==> config.mk <==
export PLATFORM = sky130hd
export DESIGN_NAME = fetch_sequencer
export DESIGN_NICKNAME = d
export VERILOG_FILES = /design/src/rtl/y86_pkg.sv /design/src/rtl/inst_length_lut.sv /design/src/rtl/fetch_sequencer.sv
export SDC_FILE = /design/constraint.sdc
export NUM_CORES = 1
export LEC_CHECK = 0
export BUFFER_PORTS_ARGS = -buffer_cell sky130_fd_sc_hd__buf_2
export CORE_MARGIN = 2
export CORE_UTILIZATION = 58
export CTS_CLUSTER_DIAMETER = 150
export DETAILED_ROUTE_END_ITERATION = 8
export GPL_TIMING_DRIVEN = 1
export HOLD_SLACK_MARGIN = 0.05
export PLACE_DENSITY_LB_ADDON = 0.12
export RECOVER_POWER = 100
export SLEW_MARGIN = 30
export SYNTH_ARGS = -nofsm -noshare
export SYNTH_HDL_FRONTEND = slang
export SYNTH_SLANG_ARGS = --single-unit
==> constraint.sdc <==
create_clock -name clk -period 19.9 [get_ports clk]
set_input_delay 1.99 -clock clk [delete_from_list [all_inputs] [get_ports clk]]
set_output_delay 1.99 -clock clk [all_outputs]
set_load 0.1 [all_outputs]
==> src/rtl/y86_pkg.sv <==
// Shared Y86-64 fetch definitions: icodes, fetch states and byte-layout helpers.
package y86_pkg;

    localparam logic [3:0] HALT   = 4'h0;
    localparam logic [3:0] NOP    = 4'h1;
    localparam logic [3:0] RRMOVQ = 4'h2;
    localparam logic [3:0] IRMOVQ = 4'h3;
    localparam logic [3:0] RMMOVQ = 4'h4;
    localparam logic [3:0] MRMOVQ = 4'h5;
    localparam logic [3:0] OPQ    = 4'h6;
    localparam logic [3:0] JXX    = 4'h7;
    localparam logic [3:0] CALL   = 4'h8;
    localparam logic [3:0] RET    = 4'h9;
    localparam logic [3:0] PUSHQ  = 4'hA;
    localparam logic [3:0] POPQ   = 4'hB;

    localparam logic [3:0] REG_NONE = 4'hF;

    typedef enum logic [1:0] {FETCH, DELIVER, HALTED} state_t;

    function automatic logic has_regs(input logic [3:0] ic);
        case (ic)
            RRMOVQ, IRMOVQ, RMMOVQ, MRMOVQ, OPQ, PUSHQ, POPQ: has_regs = 1'b1;
            default:                                         has_regs = 1'b0;
        endcase
    endfunction

    // Byte index of the first valC byte; 0 means the instruction has no valC.
    function automatic logic [3:0] valc_offset(input logic [3:0] ic);
        case (ic)
            IRMOVQ, RMMOVQ, MRMOVQ: valc_offset = 4'd2;
            JXX, CALL:              valc_offset = 4'd1;
            default:                valc_offset = 4'd0;
        endcase
    endfunction

endpackage

==> src/rtl/inst_length_lut.sv <==
// Combinational icode -> instruction length table with validity flag.
module inst_length_lut
    import y86_pkg::*;
(
    input  logic [3:0] icode,
    output logic [3:0] length,
    output logic       valid
);

    always_comb begin
        valid = 1'b1;
        case (icode)
            HALT, NOP, RET:         length = 4'd1;
            RRMOVQ, OPQ, PUSHQ, POPQ: length = 4'd2;
            IRMOVQ, RMMOVQ, MRMOVQ: length = 4'd10;
            JXX, CALL:              length = 4'd9;
            default: begin
                length = 4'd0;
                valid  = 1'b0;
            end
        endcase
    end

endmodule

==> src/rtl/fetch_sequencer.sv <==
// Multi-cycle Y86-64 fetch: byte-serial memory reads, instruction assembly, PC update.
// Optional FETCH_STATS_EN adds saturating delivered-instruction and stall counters.
module fetch_sequencer
    import y86_pkg::*;
#(
    parameter logic [63:0] RESET_PC = 64'h0
) (
    input  logic        clk,
    input  logic        rst,
    output logic        mem_req,
    output logic [63:0] mem_addr,
    input  logic        mem_ready,
    input  logic [7:0]  mem_data,
    output logic        inst_valid,
    input  logic        inst_ready,
    output logic [3:0]  icode,
    output logic [3:0]  ifun,
    output logic [3:0]  rA,
    output logic [3:0]  rB,
    output logic [63:0] valC,
    output logic [63:0] valP,
    output logic [63:0] pc,
    input  logic        redirect_valid,
    input  logic [63:0] redirect_pc,
    output logic        halted,
    output logic        error
`ifdef FETCH_STATS_EN
    ,
    output logic [31:0] stat_insts,
    output logic [31:0] stat_stalls
`endif
);

    state_t      state;
    logic [3:0]  byte_idx;
    logic        pend;
    logic [63:0] pend_pc;

    logic [3:0]  lut_icode, cur_len, voff, vdiff;
    logic        len_valid, mem_hs, mem_stall;

    // Byte 0 is sized straight off the bus; later bytes use the captured icode.
    assign lut_icode = (byte_idx == 4'd0) ? mem_data[7:4] : icode;
    assign voff      = valc_offset(icode);
    assign vdiff     = byte_idx - voff;
    assign mem_addr  = pc + {60'd0, byte_idx};
    assign mem_hs    = mem_req && mem_ready;
    assign mem_stall = mem_req && !mem_ready;

    inst_length_lut u_len (
        .icode  (lut_icode),
        .length (cur_len),
        .valid  (len_valid)
    );

    always_ff @(posedge clk or posedge rst) begin
        if (rst) begin
            state      <= FETCH;
            pc         <= RESET_PC;
            byte_idx   <= 4'd0;
            pend       <= 1'b0;
            pend_pc    <= 64'd0;
            mem_req    <= 1'b0;
            inst_valid <= 1'b0;
            halted     <= 1'b0;
            error      <= 1'b0;
            icode      <= 4'h0;
            ifun       <= 4'h0;
            rA         <= REG_NONE;
            rB         <= REG_NONE;
            valC       <= 64'd0;
            valP       <= 64'd0;
        end else if (redirect_valid && !(state == FETCH && mem_stall)) begin
            state      <= FETCH;
            pc         <= redirect_pc;
            byte_idx   <= 4'd0;
            pend       <= 1'b0;
            mem_req    <= 1'b1;
            inst_valid <= 1'b0;
            halted     <= 1'b0;
            error      <= 1'b0;
        end else begin
            case (state)
                FETCH: begin
                    if (redirect_valid) begin
                        // Memory owes us a byte; remember the target until it arrives.
                        pend    <= 1'b1;
                        pend_pc <= redirect_pc;
                    end else if (mem_hs) begin
                        if (pend) begin
                            pend     <= 1'b0;
                            pc       <= pend_pc;
                            byte_idx <= 4'd0;
                        end else begin
                            byte_idx <= byte_idx + 4'd1;
                            if (byte_idx == 4'd0) begin
                                icode <= mem_data[7:4];
                                ifun  <= mem_data[3:0];
                                rA    <= REG_NONE;
                                rB    <= REG_NONE;
                                valC  <= 64'd0;
                            end
                            if (byte_idx == 4'd0 && !len_valid) begin
                                error   <= 1'b1;
                                halted  <= 1'b1;
                                mem_req <= 1'b0;
                                state   <= HALTED;
                            end else begin
                                if (byte_idx == 4'd1 && has_regs(icode))
                                    {rA, rB} <= mem_data;
                                if (voff != 4'd0 && byte_idx >= voff)
                                    valC[{vdiff[2:0], 3'b000} +: 8] <= mem_data;
                                if (byte_idx == cur_len - 4'd1) begin
                                    state      <= DELIVER;
                                    mem_req    <= 1'b0;
                                    inst_valid <= 1'b1;
                                    valP       <= pc + {60'd0, cur_len};
                                end
                            end
                        end
                    end else begin
                        mem_req <= 1'b1;
                    end
                end
                DELIVER: begin
                    if (inst_ready) begin
                        inst_valid <= 1'b0;
                        pc         <= valP;
                        byte_idx   <= 4'd0;
                        if (icode == HALT) begin
                            state  <= HALTED;
                            halted <= 1'b1;
                        end else begin
                            state   <= FETCH;
                            mem_req <= 1'b1;
                        end
                    end
                end
                default: begin
                    mem_req    <= 1'b0;
                    inst_valid <= 1'b0;
                end
            endcase
        end
    end

`ifdef FETCH_STATS_EN
    always_ff @(posedge clk or posedge rst) begin
        if (rst) begin
            stat_insts  <= 32'd0;
            stat_stalls <= 32'd0;
        end else begin
            if (inst_valid && inst_ready && stat_insts != 32'hFFFF_FFFF)
                stat_insts <= stat_insts + 32'd1;
            if ((mem_stall || (inst_valid && !inst_ready)) && stat_stalls != 32'hFFFF_FFFF)
                stat_stalls <= stat_stalls + 32'd1;
        end
    end
`endif

endmodule

==> impl_metrics.tcl <==
set metrics [dict create \
    area_delta_synth_final_pct 16.0 \
    grt_max_degree 137 \
    hold_slack_ps 502 \
    max_slew_margin -2.99 \
    path_class "primary input to asynchronous set/reset pin" \
    crit_required_ps 20500 \
    hold_path.class "register to register" \
    die_h_um 163 \
    grtUsageTotal 0.337 \
    worstPathCellList "buf_2, clkinvlp_2, clkbuf_1, buf_6" \
    ys_top_cells_by_area "dfrtp_1, mux2_2, a222oi_1" \
    dieArea_um2 26400 \
    grt_pass1_wl_um 70200 \
    post-route-period-util 0.423 \
    hold_violations 0 \
    violations "max-capacitance violations, max-slew violations" \
    syn_area_per_cell_um2 10.2 \
    timing.fmax_ghz 0.119 \
    status "finished, violations left" \
    clock_sinks 283 \
    drt_wl_total_um 45800 \
    firstDrtPassIters 9 \
    cts_setup_buffers 0 \
    drt_iter0_drc 1532 \
    wl_per_cell_um 22.3 \
    vias 13100 \
    synth_nets 1517 \
    start_util 0.584 \
    gp_congestion 0.940 \
    ys_types 71 \
    synth_edf_count 0 \
    rows 58 \
    yosys_warnings 0 \
    path_clk_slew_ps 60 \
    cap_viol_max_count 8 \
    port_buffers 352 \
    clk_latency_ps 550 \
    die_x_um 163 \
    grt_overflow_total 0 \
    crit_path_end_kind "asynchronous set/reset pin" \
    tightest_slew_ps 5950 \
    coreArea_um2 25000 \
    nNetsFinal 1800 \
    post_cts_resized 0 \
    period_minus_slack_ps 8420 \
    ys_seq_area_frac 0.486 \
    setup_viol 0 \
    io_pins 353 \
    rsz0062_at_grt "no" \
    fin_tns_setup_ps 0 \
    cts_tree "yes" \
    worstPathMaxFanout 136 \
    netlist_area_um2 14600 \
    via_per_inst 6.34 \
    grt_pass1_vias 12500 \
    drc 0 \
    hold_buffers 0 \
    slowest_stage "clkinvlp_2" \
    hpwl_um 31400 \
    synth.top_cell.area_share 0.472 \
    antenna_found_initial 1 \
    layout-drive-gt1-share 0.137 \
    root_buffer "clkbuf_16" \
    synth_ff_type "dfrtp_1" \
    slowest_delay_ps 3260 \
    synthArstFlopShare 1.00 \
    clock_skew_ps 16.7 \
    yosys.area.top_type "dfrtp_1" \
    ant_nets 0 \
    syn_inst 1423 \
    slew_viol_final 593 \
    clockBufferDepth 3 \
    htree_levels 1 \
    start_kind "primary input" \
    cts_made_buffers 29 \
    worstPathArrival_ps 9020 \
    ys_ff_latch 283 \
]
-- metrics by stage --
| stage | cells | utilization | area [um^2] | worst slack, ps |
|---|---|---|---|---|
| 3_3_place_gp | 2005 | 0.656 | 16400 | 14710 |
| 3_5_place_dp | 2005 | 0.656 | 16400 | 14630 |
| 4_1_cts | 2056 | 0.695 | 17400 | 14020 |
| 6_report | 2058 | 0.678 | 16900 | 11480 |
| 2_1_floorplan | 1423 | - | 14600 | 10120 |
| 5_1_grt | 2057 | 0.678 | 16900 | 10000 |
-- area by class of cell --
type                            count  area, um^2
Timing Repair Buffer              362        1470
Fill cell                        2184        8050
Tap cell                          330         413
Clock buffer                       42         875
Antenna cell                        2        5.00
Multi-Input combinational cell   1009        6870
Clock inverter                      9         106
Sequential cell                   283        7090
Inverter                           21        80.1
-- flip-flops by register name, indices dropped and copies added (netlist names), 64 cells and up --
name and count:
valP 64, pc 64, valC 64, pend_pc 64
-- cells in the mapped netlist (21+ instances only) --
library cell    n
xor2_1         65
mux2_2         77
a222oi_1       64
a22o_1         65
dfrtp_1       275
clkbuf_1       76
o21ai_1        28
inv_1          21
nor2_1        127
a21oi_1        78
xnor2_1        62
nand3_1        51
o21ai_0        46
nand4_1        29
nor3_1         28
nand2_1       126
-- worst max-delay path, delay by kind of cell --
| family | cells | cell delay, ps |
|---|---|---|
| buffers and inverters | 4 | 6890 |
-- path summary, 6_finish.rpt --
| kind | startpoint | end | slack [ps] | cells past startpoint |
|---|---|---|---|---|
| max | rst | pc[44] | 11480 | 4 |
| min in group asynchronous | rst | valP[7] | 3270 | 2 |
| min reg2reg | valC[24] | valC[24] | 500 | 1 |
| max in group clk | redirect_valid | pc[38] | 12060 | 7 |
| min | valC[24] | valC[24] | 500 | 1 |
| max reg2reg | state[0] | pc[38] | 13350 | 6 |
-- cell usage in the layout (no fill, tap or decap), drive strengths merged, types with 20 or more instances in the layout --
cell and n:
clkbuf 324, nand4 30, nor2 127, nor3 35, and3 20, mux2 77
a22o 65, nand2 126, dfrtp 275, xor2 65, xnor2 62, o21ai 75
nand3 51, buf 80, a21oi 78, inv 21, a222oi 64
-- routing by layer --
metal,wire [um],vias up,part of all wire,GRT usage
met2,21700,749,0.47,0.547
met5,0,-,0,0
li1,-,5754,-,-
met1,17700,6424,0.39,0.446
met4,1960,0,0.043,0.146
met3,4450,123,0.097,0.0632
-- cells by family after synthesis --
group                      Yosys count  share of synthesized area
adders and majority gates           17                     0.0156
xor gates and xnor gates           127                     0.0763
AOI/OAI and AO/OA                  324                      0.163
and+or+nand+nor                    461                      0.156
DFF                                283                      0.486
muxes                               80                     0.0624
buffers and inverters              131                     0.0403
Power is not shown: default switching activity piles up to over one toggle a cycle in this logic, so the estimate is an artifact.
